===== config.mk =====
export PLATFORM = sky130hd
export DESIGN_NAME = state_reduce_poly_reduce_ctrl_flat
export DESIGN_NICKNAME = d
export VERILOG_FILES = /design/src/rtl/state_reduce_poly_reduce_ctrl_if.sv /design/src/rtl/state_reduce_poly_reduce_ctrl.sv /design/src/flat_wrapper.sv
export SDC_FILE = /design/constraint.sdc
export NUM_CORES = 1
export LEC_CHECK = 0
export ABC_CLOCK_PERIOD_IN_PS = 3200
export BUFFER_PORTS_ARGS = -buffer_cell sky130_fd_sc_hd__buf_2
export CELL_PAD_IN_SITES_DETAIL_PLACEMENT = 0
export CELL_PAD_IN_SITES_GLOBAL_PLACEMENT = 2
export CORE_MARGIN = 5
export CORE_UTILIZATION = 31
export DETAILED_ROUTE_END_ITERATION = 6
export HOLD_SLACK_MARGIN = 0.02
export PLACE_DENSITY = 0.86
export SLEW_MARGIN = 20
export SYNTH_ARGS = -nofsm -noshare
export SYNTH_HDL_FRONTEND = slang
export SYNTH_SLANG_ARGS = --single-unit

===== constraint.sdc =====
create_clock -name clk -period 3.2 [get_ports clk]
set_clock_uncertainty 0.05 [all_clocks]
set_input_delay 0.48 -clock clk [delete_from_list [all_inputs] [get_ports clk]]
set_output_delay 0.48 -clock clk [all_outputs]
set_load 0.02 [all_outputs]

===== src/rtl/state_reduce_poly_reduce_ctrl_if.sv =====
// state_reduce_poly_reduce_ctrl_if: control, RAM and Barrett-reducer signals of the poly-reduce sequencer
interface state_reduce_poly_reduce_ctrl_if #(
  parameter int ADDR_WIDTH     = 9,
  parameter int i_Coeffs_Width = 16,
  parameter int o_Coeffs_Width = 12
);
  logic                      start;
  logic                      busy;
  logic                      done;
  logic                      rd_en;
  logic [ADDR_WIDTH-1:0]     rd_addr;
  logic [i_Coeffs_Width-1:0] rd_data;
  logic                      wr_en;
  logic [ADDR_WIDTH-1:0]     wr_addr;
  logic [i_Coeffs_Width-1:0] wr_data;
  logic                      brr_enable;
  logic [i_Coeffs_Width-1:0] brr_coeff;
  logic                      brr_done;
  logic [o_Coeffs_Width-1:0] brr_result;
  modport master (
    input  start, rd_data, brr_done, brr_result,
    output busy, done, rd_en, rd_addr, wr_en, wr_addr, wr_data, brr_enable, brr_coeff
  );
  modport slave (
    output start, rd_data, brr_done, brr_result,
    input  busy, done, rd_en, rd_addr, wr_en, wr_addr, wr_data, brr_enable, brr_coeff
  );
endinterface


===== src/rtl/state_reduce_poly_reduce_ctrl.sv =====
// state_reduce_poly_reduce_ctrl: walks every coefficient, reduces it through the Barrett unit and writes it back in place
module state_reduce_poly_reduce_ctrl #(
  parameter int KYBER_K        = 2,
  parameter int KYBER_N        = 256,
  parameter int KYBER_Q        = 3329,
  parameter int ADDR_WIDTH     = 9,
  parameter int i_Coeffs_Width = 16,
  parameter int o_Coeffs_Width = 12,
  parameter int CSUBQ          = 1
) (
  input logic clk,
  input logic reset_n,
  state_reduce_poly_reduce_ctrl_if.master bus
);
  localparam int M = KYBER_K * KYBER_N;
  typedef enum logic [2:0] {IDLE, READ, LATCH, ISSUE, WAIT, WRITE, FIN} state_t;
  state_t state, state_nx;
  logic [ADDR_WIDTH-1:0]     idx;
  logic [i_Coeffs_Width-1:0] coeff_reg;
  logic [o_Coeffs_Width-1:0] res_reg;
  logic [o_Coeffs_Width-1:0] res_csub;
  logic                      last;
  logic                      sub;
  assign last     = idx == ADDR_WIDTH'(M - 1);
  assign sub      = (CSUBQ != 0) && ({1'b0, res_reg} >= (o_Coeffs_Width + 1)'(KYBER_Q));
  assign res_csub = sub ? res_reg - o_Coeffs_Width'(KYBER_Q) : res_reg;
  // State register; reset abandons any coefficient in flight
  always_ff @(posedge clk or negedge reset_n)
    if (!reset_n) state <= IDLE;
    else state <= state_nx;
  // Next state: fixed read/latch/issue walk, WAIT holds for the reducer, WRITE loops or finishes
  always_comb begin
    state_nx = state;
    case (state)
      IDLE:    state_nx = bus.start ? READ : IDLE;
      READ:    state_nx = LATCH;
      LATCH:   state_nx = ISSUE;
      ISSUE:   state_nx = WAIT;
      WAIT:    state_nx = bus.brr_done ? WRITE : WAIT;
      WRITE:   state_nx = last ? FIN : READ;
      default: state_nx = IDLE;
    endcase
  end
  // Index, operand and result registers; operand is held until the next LATCH so the reducer can re-read it
  always_ff @(posedge clk or negedge reset_n)
    if (!reset_n) begin
      idx       <= '0;
      coeff_reg <= '0;
      res_reg   <= '0;
    end else begin
      if (state == IDLE && bus.start) idx <= '0;
      if (state == WRITE && !last) idx <= idx + 1'b1;
      if (state == LATCH) coeff_reg <= bus.rd_data;
      if (state == WAIT && bus.brr_done) res_reg <= bus.brr_result;
    end
  assign bus.busy       = state != IDLE && state != FIN;
  assign bus.done       = state == FIN;
  assign bus.rd_en      = state == READ;
  assign bus.rd_addr    = idx;
  assign bus.wr_en      = state == WRITE;
  assign bus.wr_addr    = idx;
  assign bus.wr_data    = i_Coeffs_Width'(res_csub);
  assign bus.brr_enable = state == ISSUE;
  assign bus.brr_coeff  = coeff_reg;
endmodule


===== src/flat_wrapper.sv =====
// flat-port wrapper written by rule: the top's interface ports become plain ports
module state_reduce_poly_reduce_ctrl_flat 
#(
  parameter int KYBER_K        = 2,
  parameter int KYBER_N        = 256,
  parameter int KYBER_Q        = 3329,
  parameter int ADDR_WIDTH     = 9,
  parameter int i_Coeffs_Width = 16,
  parameter int o_Coeffs_Width = 12,
  parameter int CSUBQ          = 1
)
  (clk, reset_n, bus_start, bus_rd_data, bus_brr_done, bus_brr_result, bus_busy, bus_done, bus_rd_en, bus_rd_addr, bus_wr_en, bus_wr_addr, bus_wr_data, bus_brr_enable, bus_brr_coeff);
  state_reduce_poly_reduce_ctrl_if #(.ADDR_WIDTH(ADDR_WIDTH), .i_Coeffs_Width(i_Coeffs_Width), .o_Coeffs_Width(o_Coeffs_Width)) bus_i ();
  input logic clk;
  input logic reset_n;
  input wire logic [$bits(bus_i.start)-1:0] bus_start;
  input wire logic [$bits(bus_i.rd_data)-1:0] bus_rd_data;
  input wire logic [$bits(bus_i.brr_done)-1:0] bus_brr_done;
  input wire logic [$bits(bus_i.brr_result)-1:0] bus_brr_result;
  output wire logic [$bits(bus_i.busy)-1:0] bus_busy;
  output wire logic [$bits(bus_i.done)-1:0] bus_done;
  output wire logic [$bits(bus_i.rd_en)-1:0] bus_rd_en;
  output wire logic [$bits(bus_i.rd_addr)-1:0] bus_rd_addr;
  output wire logic [$bits(bus_i.wr_en)-1:0] bus_wr_en;
  output wire logic [$bits(bus_i.wr_addr)-1:0] bus_wr_addr;
  output wire logic [$bits(bus_i.wr_data)-1:0] bus_wr_data;
  output wire logic [$bits(bus_i.brr_enable)-1:0] bus_brr_enable;
  output wire logic [$bits(bus_i.brr_coeff)-1:0] bus_brr_coeff;
  assign bus_i.start = bus_start;
  assign bus_i.rd_data = bus_rd_data;
  assign bus_i.brr_done = bus_brr_done;
  assign bus_i.brr_result = bus_brr_result;
  assign bus_busy = bus_i.busy;
  assign bus_done = bus_i.done;
  assign bus_rd_en = bus_i.rd_en;
  assign bus_rd_addr = bus_i.rd_addr;
  assign bus_wr_en = bus_i.wr_en;
  assign bus_wr_addr = bus_i.wr_addr;
  assign bus_wr_data = bus_i.wr_data;
  assign bus_brr_enable = bus_i.brr_enable;
  assign bus_brr_coeff = bus_i.brr_coeff;
  state_reduce_poly_reduce_ctrl #(.KYBER_K(KYBER_K), .KYBER_N(KYBER_N), .KYBER_Q(KYBER_Q), .ADDR_WIDTH(ADDR_WIDTH), .i_Coeffs_Width(i_Coeffs_Width), .o_Coeffs_Width(o_Coeffs_Width), .CSUBQ(CSUBQ)) u_core (.clk(clk), .reset_n(reset_n), .bus(bus_i));
endmodule

# Yosys cells after proc, flatten, opt, wreduce, memory -nomap -nowiden
# Index checks and enable logic that the tools add are counted.
[word_totals]
reg_bits = 40
input_bits = 32
[op_classes]
n_addsub = 2
magnitude_cmp = 1
eq_ne = 8
n_mux = 7
reduce_logical = 8
[op_table]
columns = ["op", "count"]
rows = [
  ["$mux 9", 2],
  ["$pmux 3 s6", 1],
  ["$ge 12x12->1 const B", 1],
  ["$mux 12", 1],
  ["$sub 12x12->12 const B", 1],
  ["$add 9x1->9 const B", 1],
  ["$eq 3x3->1 const B", 3],
  ["$eq 9x9->1 const B", 1],
  ["$eq 3x2->1 const B", 2],
  ["$logic_and 1x1->1", 4],
  ["$eq 3x1->1 const B", 1],
  ["$logic_not 3->1", 1],
  ["$mux 3", 1],
  ["$ne 3x3->1 const B", 1],
  ["$reduce_bool 3->1", 1],
  ["$mux 1", 2],
  ["$reduce_bool 2->1", 1],
  ["$logic_not 1->1", 1],
]

# Depth between registers and ports, before layout
[logic_depth]
ltp_word = 4
mapped_depth = 9

# Worst setup path before layout
# No wires, ideal clock.
[synth_timing]
kind = "reg-to-output"
startpoint = "reg u_core.res_reg[0]"
endpoint = "out bus_wr_data[6]"
arrival_ns = 1.981
path_slack_ns = 0.689
stages_incl_launch_ff = 8
cell_sequence = "dfrtp_1 inv_1 ha_1 nor4b_1 a311o_1 buf_2 nor4b_4 xor2_1"
[synth_via]
elab_chain_len = 2
word_cells_on_any_way = 3
[synth_lines]
columns = ["item", "line_no", "source"]
rows = [
  ["start, declared", "state_reduce_poly_reduce_ctrl.sv:20", "logic [o_Coeffs_Width-1:0] res_reg;"],
  ["start signal, assigned", "state_reduce_poly_reduce_ctrl.sv:54", "if (state == WAIT && bus.brr_done) res_reg <= bus.brr_result;"],
  ["$sub 12x12->12 or $ge 12x12->1 (tied branches)", "state_reduce_poly_reduce_ctrl.sv:26, state_reduce_poly_reduce_ctrl.sv:25", ""],
  ["$mux 12 *", "state_reduce_poly_reduce_ctrl.sv:26", "assign res_csub = sub ? res_reg - o_Coeffs_Width'(KYBER_Q) : res_reg;"],
  ["end, declared", "flat_wrapper.sv:26", "output wire logic [$bits(bus_i.wr_data)-1:0] bus_wr_data;"],
]
# Mark *: on every way between the ends. The rest lies on a longest branch, timed or not.

# Final worst setup path
# Same ends and word-level chain as after synthesis.

==> impl_results.md <==
* Status: finished clean
* Setup bufs post-CTS at 0
* Antenna cells at 0
* CP cell instances: inv_1, ha_1, nor4b_1, a311o_1, nor4b_4, xor2_1, buf_2
* 1st-iter DRT viols at 54
* GRT overflow at 0
* Area Growth Syn to Fin at 23.1%
* Post-Route WL at 4790 um
* LEAKAGE at 0.00130 uW
* Port Buffers at 82
* Worst Path Arrival at 2400 ps
* First-pass iteration count of the detailed router at 4
* Final Non-Filler Cells at 346
* Width of the die at 92.4 um
* Period minus WS final at 2930 ps
* Mean cell area of the mapped netlist at 10.8 um2
* Number of flip-flops in the largest register at 16
* CTS tree: built
* Number of CTS-inserted buffers at 5
* Post-DR vias/cell at 4.67
* Seq/Total Area, Yosys at 47.6%
* Worst vdd ir at 0.000423 V
* DP HPWL at 3640 um
* Site row count at 30
* CTS max path bufs at 2
* Buf+Inv Stages, Crit Path at 2
* Synth Warn # at 0
* Share of cells above drive strength 1 at 45.5%
* Synth area leaders: dfrtp_1 (48%), mux2_2 (14%), buf_4 (4.6%), nand2_1 (3.6%), xor2_1 (2.5%)
* Pwr dens at 1020 mW/mm2
* CP max-delay cell: a311o_1
* CP peak stage delay at 530 ps
* Unrepaired setup endpoints after global routing: false
* Least-Margin Pin Slew at 902 ps
* Setup crit end kind: primary output
* GP Congestion at 0.731
* Hold-fix buffers, CTS at 0
* Setup Viol. Count Final at 0
* Die ar. at 0.00854 mm2
* Placed cells at 338
* Final Max Slew Viols at 0
* CTS sink cnt at 40
* Number of flops mapped to enable cells by yosys at 0
* Clk slew on worst S/H paths at 80 ps
* Total track usage at 11.7%
* Initial antenna violation count at 0
* Via Count at 1617
* Worst R2R Start: u_core.bus.rd_addr[0]$_DFFE_PN0P_
* CP Data Required Time at 2670 ps
* Cell Area, Synth at 0.00210 mm2
* CTS-repair resized insts at 0
* Drt drc at 0
* Critical path depth in cells at 7
* Worst Hold Class: input pin to async pin
* Layout Nets at 301
* Root Buffer: clkbuf_8
* Final hold vios at 0
* Post-DRT Antenna Nets at 0
* Initial core utilization at 31.5%
* Critical path launch point: u_core.res_reg[0]$_DFFE_PN0P_
* Setup TNS Final at 0 ps
* Crit path to: bus_wr_data[6]
* R2R Path End: u_core.bus.rd_addr[7]$_DFFE_PN0P_
* Core footprint at 0.00668 mm2
* Clock Latency Late Sink at 290 ps
* Ys async rst share at 100%
* R2R setup slack at 810 ps
* Synth area leader: dfrtp_1
* Area share of the largest cell type after synthesis at 47.6%
* Die Y-Extent at 92.4 um
* First-pass GRT wire length at 8090 um
* Vias in the first global route at 1733
* Ports at 87
* Kind of critical path: flop to primary output
* Max_cap viols at 0
* Family with the most delay on the worst path: compound AO/OA/AOI/OAI gates
* H-tree level count at 2
* Mapped Cells at 195
* Top FF cell, synth: dfrtp_1
* Largest net degree at the start of global routing at 41
* Fillers at 697
* Critical path launch point type: flop
* Worst relative slew slack at 39.8%
* Max Fanout on Critical Path at 10
* Final period utilization at 91.6%
* Flops & latches, synth at 40
* Yosys cell types at 36
* R2R depth at 8
* F_max at 0.341 GHz
* Drt wl/cell at 13.8 um
## cell usage in the layout (no fill, tap or decap), drive strengths merged, types with 6 or more instances in the layout
master	netlist	routed
inv	6	6
a21oi	6	6
xor2	6	6
buf	20	83
clkbuf	3	6
o21ai	10	10
mux2	26	26
nor2	13	13
nand2	20	20
dfrtp	40	40
nand3	6	6
## layout make-up
cell class / instances / area [um2] / share of cell area, %
multi-input cells: 129 / 942 / 36.4
clock inverters: 2 / 35.0 / 1.35
inverters: 6 / 22.5 / 0.869
flip-flops and latches: 40 / 1000 / 38.6
well taps: 80 / 100 / 3.86
clock buffers: 6 / 72.6 / 2.80
repair buffers: 83 / 418 / 16.1
## worst min path at each step
stage / end / slack, ps / cells after the start
after floorplan: u_core.bus.brr_coeff[0]$_DFFE_PN0P_ / 130 / 0
after global placement: u_core.bus.brr_coeff[13]$_DFFE_PN0P_ / 430 / 1
after detailed placement: u_core.bus.brr_coeff[14]$_DFFE_PN0P_ / 440 / 1
after CTS: u_core.bus.rd_addr[0]$_DFFE_PN0P_ / 300 / 1
after global routing: u_core.res_reg[9]$_DFFE_PN0P_ / 350 / 3
final: u_core.bus.rd_addr[1]$_DFFE_PN0P_ / 270 / 1
## Yosys cell counts, types with 6 or more instances
| cell type | n |
|---|---|
| mux2_2 | 26 |
| buf_2 | 6 |
| dfrtp_1 | 40 |
| inv_1 | 6 |
| a21oi_1 | 6 |
| o21ai_0 | 10 |
| nor2_1 | 12 |
| nand3_1 | 6 |
| buf_4 | 13 |
| nand2_1 | 20 |
| xor2_1 | 6 |
## power by group
part	leakage, uW	internal, uW	switching, uW
registers	0.000493	722	236
logic	0.000748	532	739
clock network	0.0000552	232	174
## layer usage
| layer | wire, um | share of wire, % | global-route usage [%] |
|---|---|---|---|
| met1 | 1960 | 41 | 13.8 |
| met4 | 63 | 1.3 | 4.08 |
| met3 | 357 | 7.5 | 3.41 |
| met5 | 0 | 0 | 0 |
| met2 | 2410 | 50 | 20.3 |
## per-stage QoR
step	power [uW]	hold slack [ps]	cell area (um2)	setup WS (ps)	utilization, %
6_report	2640	270	2590	268	38.8
5_1_grt	2850	349	2590	32.2	38.8
2_1_floorplan	1890	134	2120	689	-
3_5_place_dp	2270	439	2480	562	37.2
4_1_cts	2680	302	2590	239	38.8
3_3_place_gp	2260	435	2480	606	37.2
## logic make-up after synthesis
| group | count (synthesis) | synth area share [%] |
|---|---|---|
| xor gates and xnor gates | 8 | 3.33 |
| and+or+nand+nor | 61 | 16.5 |
| other | 1 | 0.178 |
| buffers and inverters | 29 | 8.20 |
| muxes | 30 | 15.8 |
| AOI/OAI and AO/OA | 22 | 6.07 |
| adders and majority gates | 4 | 2.38 |
| DFF | 40 | 47.6 |
(Power assumes the default switching activity.)
